<file path="config.mk">
export PLATFORM = sky130hd
export DESIGN_NAME = ud_count_ctrl
export DESIGN_NICKNAME = d
export VERILOG_FILES = /design/src/rtl/ud_count_ctrl.sv
export SDC_FILE = /design/constraint.sdc
export NUM_CORES = 1
export LEC_CHECK = 0
export ABC_CLOCK_PERIOD_IN_PS = 4300
export BUFFER_PORTS_ARGS = -buffer_cell sky130_fd_sc_hd__buf_2
export CAP_MARGIN = 20
export CELL_PAD_IN_SITES_DETAIL_PLACEMENT = 1
export CELL_PAD_IN_SITES_GLOBAL_PLACEMENT = 1
export CORE_ASPECT_RATIO = 1.2
export CORE_UTILIZATION = 42
export DETAILED_ROUTE_END_ITERATION = 10
export HOLD_SLACK_MARGIN = 0.15
export PLACE_DENSITY = 0.93
export SLEW_MARGIN = 20
export SYNTH_ARGS = -nofsm -noshare
export SYNTH_HDL_FRONTEND = slang
export SYNTH_SLANG_ARGS = --single-unit
</file>
<file path="constraint.sdc">
create_clock -name clk -period 4.3 [get_ports clk]
set_input_delay 0.43 -clock clk [delete_from_list [all_inputs] [get_ports clk]]
set_output_delay 0.43 -clock clk [all_outputs]
set_load 0.02 [all_outputs]
</file>
<file path="src/rtl/ud_count_ctrl.sv">
// Up/down step counter controller: accepts a direction and step-count command, steps count once per cycle.
// Boundary behaviour set by macro UD_SAT_EN (undefined: wrap modulo 32; defined: saturate and end the command).
module ud_count_ctrl (
    input  logic       clk,
    input  logic       reset,
    input  logic       cmd_valid,
    output logic       cmd_ready,
    input  logic       cmd_dir,
    input  logic [4:0] cmd_steps,
    input  logic       abort,
    input  logic       cnt_clr,
    output logic [4:0] count,
    output logic       up_down,
    output logic       busy,
    output logic       done,
    output logic       wrap
);

`ifdef UD_SAT_EN
    localparam bit SAT_EN = 1'b1;
`else
    localparam bit SAT_EN = 1'b0;
`endif

    typedef enum logic [1:0] {
        S_IDLE = 2'd0,
        S_RUN  = 2'd1,
        S_DONE = 2'd2
    } state_t;

    state_t     r_state;
    state_t     w_state_next;
    logic [4:0] r_count;
    logic [4:0] r_remaining;
    logic       r_up_down;
    logic       r_wrap;

    logic       w_accept;
    logic       w_clear;
    logic       w_step;
    logic       w_at_bound;
    logic       w_last;
    logic       w_sat_hit;
    logic [4:0] w_count_step;

    // cnt_clr wins over a simultaneous command in IDLE
    assign w_clear    = (r_state == S_IDLE) && cnt_clr;
    assign w_accept   = (r_state == S_IDLE) && cmd_valid && !cnt_clr;
    assign w_step     = (r_state == S_RUN) && !abort;
    assign w_at_bound = r_up_down ? (r_count == 5'd31) : (r_count == 5'd0);
    assign w_last     = (r_remaining == 5'd1);
    assign w_sat_hit  = SAT_EN && w_at_bound;

    always_comb begin
        w_count_step = r_count;
        if (!w_sat_hit) begin
            w_count_step = r_up_down ? (r_count + 5'd1) : (r_count - 5'd1);
        end
    end

    always_ff @(posedge clk or posedge reset) begin
        if (reset) begin
            r_state <= S_IDLE;
        end else begin
            r_state <= w_state_next;
        end
    end

    always_comb begin
        w_state_next = r_state;
        case (r_state)
            S_IDLE: begin
                if (w_accept) begin
                    w_state_next = (cmd_steps == 5'd0) ? S_DONE : S_RUN;
                end
            end
            S_RUN: begin
                if (abort) begin
                    w_state_next = S_IDLE;
                end else if (w_sat_hit || w_last) begin
                    w_state_next = S_DONE;
                end
            end
            S_DONE:  w_state_next = S_IDLE;
            default: w_state_next = S_IDLE;
        endcase
    end

    always_comb begin
        cmd_ready = 1'b0;
        busy      = 1'b0;
        done      = 1'b0;
        case (r_state)
            S_IDLE:  cmd_ready = 1'b1;
            S_RUN:   busy      = 1'b1;
            S_DONE:  done      = 1'b1;
            default: cmd_ready = 1'b0;
        endcase
    end

    // wrap marks the cycle after a step attempted past either end of the range
    always_ff @(posedge clk or posedge reset) begin
        if (reset) begin
            r_count     <= 5'd0;
            r_up_down   <= 1'b0;
            r_remaining <= 5'd0;
            r_wrap      <= 1'b0;
        end else begin
            r_wrap <= w_step && w_at_bound;
            if (w_clear) begin
                r_count <= 5'd0;
            end else if (w_step) begin
                r_count <= w_count_step;
            end
            if (w_accept) begin
                r_up_down   <= cmd_dir;
                r_remaining <= cmd_steps;
            end else if (w_step) begin
                r_remaining <= w_sat_hit ? 5'd0 : (r_remaining - 5'd1);
            end
        end
    end

    assign count   = r_count;
    assign up_down = r_up_down;
    assign wrap    = r_wrap;

endmodule

</file>
==> run_results.csv <==
group,metric,value,unit
status,status,"finished clean",
clock_network,path_clk_slew,90,ps
synthesis,register_area_share_after_synthesis,38.9,%
die,pin_count,21,
worst_setup_path,worstPathArrival,2050,ps
drt,detailroute.via_count,803,
clock_network,cts_made_buffers,3,
sta,worst_case_hold_slack,169,ps
drt,detail-route-antenna-nets,0,
drt,drt_first_pass_iters,4,
clock_network,cts.path.max_buffers,2,
die,design.core.area,2050,um^2
hold_path,worst_hold_path_type,"primary input to async pin",
sta,setup_tns_final,0,ps
die,die_y,52.7,um
layout,finalCoreUtilization,51.3,%
power_and_ir_drop,vdd.ir_drop.worst,0.342,mV
sta,finalMaxSlewViolations,0,
synthesis,synth.lib_cells_used.distinct,34,
worst_setup_path,timing.critical_path.required,4480,ps
sta,relative_slew_slack,62.5,%
placement,placed_wire_length_estimate_after_detailed_placement,1680,um
run,cap_viol_max_count,0,
synthesis,syn_inst,96,
worst_setup_path,critical_path.startpoint_type,"flop",
worst_setup_path,setup.worst_path.end_class,"flop",
worst_setup_path,critical_path.max_fanout,7,
drt,wl_met2,1100,um
synthesis,synth.cell_area,901,um^2
placement,io_buffers,20,
drt,met3_wirelength,52,um
grt,grt_antenna_before_repair,0,
grt,global_route.usage.total,21.5,%
sta,setup_viol,0,
worst_setup_path,crit_start,"count[0]",
clock_network,tritoncts,"done",
grt,first_pass_grt_wire_length,3600,um
clock_network,cts.hold.buffers_added,0,
synthesis,post_synth.cell_area_avg,9.38,um^2
die,rows,18,
sta,unrepaired_setup_endpoints_after_global_routing,"no",
synthesis,synth_top_cells_by_count,"sky130_fd_sc_hd__dfrtp_1, sky130_fd_sc_hd__nand2_1, sky130_fd_sc_hd__nor2_1, sky130_fd_sc_hd__o21ai_0",
synthesis,synth.top_cells.by_area,"sky130_fd_sc_hd__dfrtp_1, sky130_fd_sc_hd__ha_1, sky130_fd_sc_hd__o21ai_0",
power_and_ir_drop,power_per_cell_area,605,nW/um^2
layout,post_route_cells_drive_above_1_share,23.9,%
die,die_width,44.3,um
layout,insertedDiodeCount,0,
clock_network,cts_setup_buffers,0,
placement,replace_congestion,0.812,
layout,fillers,245,
drt,drtIter0Drc,9,
clock_network,tritoncts_num_sinks,14,
layout,area_growth,16.8,%
sta,timing.fmax,533,MHz
drt,post-route-drc-count,0,
die,die_area,2330,um^2
worst_setup_path,timing_worst_setup_path_type,"flop to flop",
drt,dr.max_layer_used,"met4",
synthesis,synth_edf_count,0,
synthesis,synthMostInstantiatedCell,"sky130_fd_sc_hd__dfrtp_1",
sta,period_utilization_post_route,43.7,%
clock_network,cts-htree-levels,1,
synthesis,synth_area_leader_cell,"sky130_fd_sc_hd__dfrtp_1",
sta,finalHoldViolCount,0,
die,effective_utilization_at_floorplan,44.0,%
power_and_ir_drop,power_leakage,0.503,nW
synthesis,yosys_most_used_dff,"sky130_fd_sc_hd__dfrtp_1",
synthesis,share_of_flip_flops_with_an_asynchronous_set_or_reset,100,%
synthesis,synth_largest_type_area_fraction,38.9,%
sta,finClkSkew,7.45,ps
sta,tightest_slew,561,ps
clock_network,clock-root-buffer,"sky130_fd_sc_hd__clkbuf_4",
synthesis,yosysWarnings,0,
grt,vias_in_the_first_global_route,815,
synthesis,mappedNetlistNets,113,
drt,totalWireLength,2170,um
clock_network,ctsResizeCount,0,
drt,avgViaCountPerCell,5.46,
layout,num-nets-final,135,
synthesis,number_of_synthesized_register_bits,14,
clock_network,clock_insertion_delay_worst_skew,290,ps
worst_setup_path,rr_startpoint,"count[0]",
drt,wirelength_met1,974,um
sta,timing.final.crit_period,1880,ps
grt,largest_net_degree_at_the_start_of_global_routing,15,
drt,routedWlPerCell,14.8,um
grt,gr_overflow_total,0,
==> stage by stage <==
stage	setup WS [ps]	area, um^2	instances	total power (W)
final	2420	1050	147	0.000637
after global routing	2290	1050	147	0.000690
after CTS	2430	1050	147	0.000641
after detailed placement	2460	1020	143	0.000540
after global placement	2590	1020	143	0.000514
after floorplan	2480	901	96	0.000448
==> path summary, 6_finish.rpt <==
| path | to | slack (ps) | depth (start not counted) |
|---|---|---|---|
| setup / recovery | count[4] | 2420 | 6 |
| hold / removal | wrap | 170 | 2 |
| min in group clk | up_down | 350 | 3 |
| setup reg to reg | count[4] | 2420 | 6 |
| max in group asynchronous | r_remaining[2] | 3760 | 2 |
| hold reg to reg | r_remaining[3] | 540 | 1 |
==> state kept, by name, summed over array words and instances, names as in the netlist <==
| register | flops |
|---|---|
| up_down | 1 |
| count | 5 |
| wrap | 1 |
| r_remaining | 5 |
| r_state | 2 |
==> critical path, cell delays in order, from the launching register on <==
cell and delay (ps):
sky130_fd_sc_hd__dfrtp_1 460, sky130_fd_sc_hd__inv_1 110, sky130_fd_sc_hd__fa_1 450, sky130_fd_sc_hd__nand2b_1 180, sky130_fd_sc_hd__a21oi_1 250, sky130_fd_sc_hd__mux2i_1 220, sky130_fd_sc_hd__o211ai_1 100
==> where the power goes <==
part           internal [W]  switching (W)
clock             0.0000516      0.0000471
combinational      0.000129       0.000167
sequential         0.000178      0.0000638
total              0.000359       0.000278
==> final cells by class <==
| class | instances | area [um^2] | area share [%] |
|---|---|---|---|
| clock buffer | 4 | 36.3 | 3.45 |
| inverter | 6 | 22.5 | 2.14 |
| multi-input combinational | 73 | 505 | 48.0 |
| sequential | 14 | 350 | 33.3 |
| tap | 30 | 37.5 | 3.57 |
| timing repair buffer | 20 | 100 | 9.51 |
==> cells in the final DEF, fill, tap and decap left out, drive strengths merged, types with 3 or more instances in the layout <==
cell	synthesis	layout
a21oi	4	4
buf	2	20
clkbuf	1	4
dfrtp	14	14
ha	5	5
inv	6	6
nand2	10	10
nand2b	6	6
nor2	10	10
o211ai	3	3
o21ai	9	9
==> routing by layer <==
layer / global-route usage (%) / up-vias
met5: 0 / -
met4: 10.1 / 0
met3: 3.79 / 7
met2: 37.7 / 15
met1: 24.9 / 402
li1: - / 379
==> logic make-up after synthesis <==
group | after synthesis | share of synthesized area (%)
buffers and inverters | 9 | 5.00
and+or+nand+nor | 41 | 27.4
muxes | 1 | 1.11
DFF | 14 | 38.9
adders and majority gates | 6 | 9.17
AOI/OAI and AO/OA | 22 | 15.6
xor gates and xnor gates | 3 | 2.92
No activity file was read; power rests on OpenSTA's default activity.
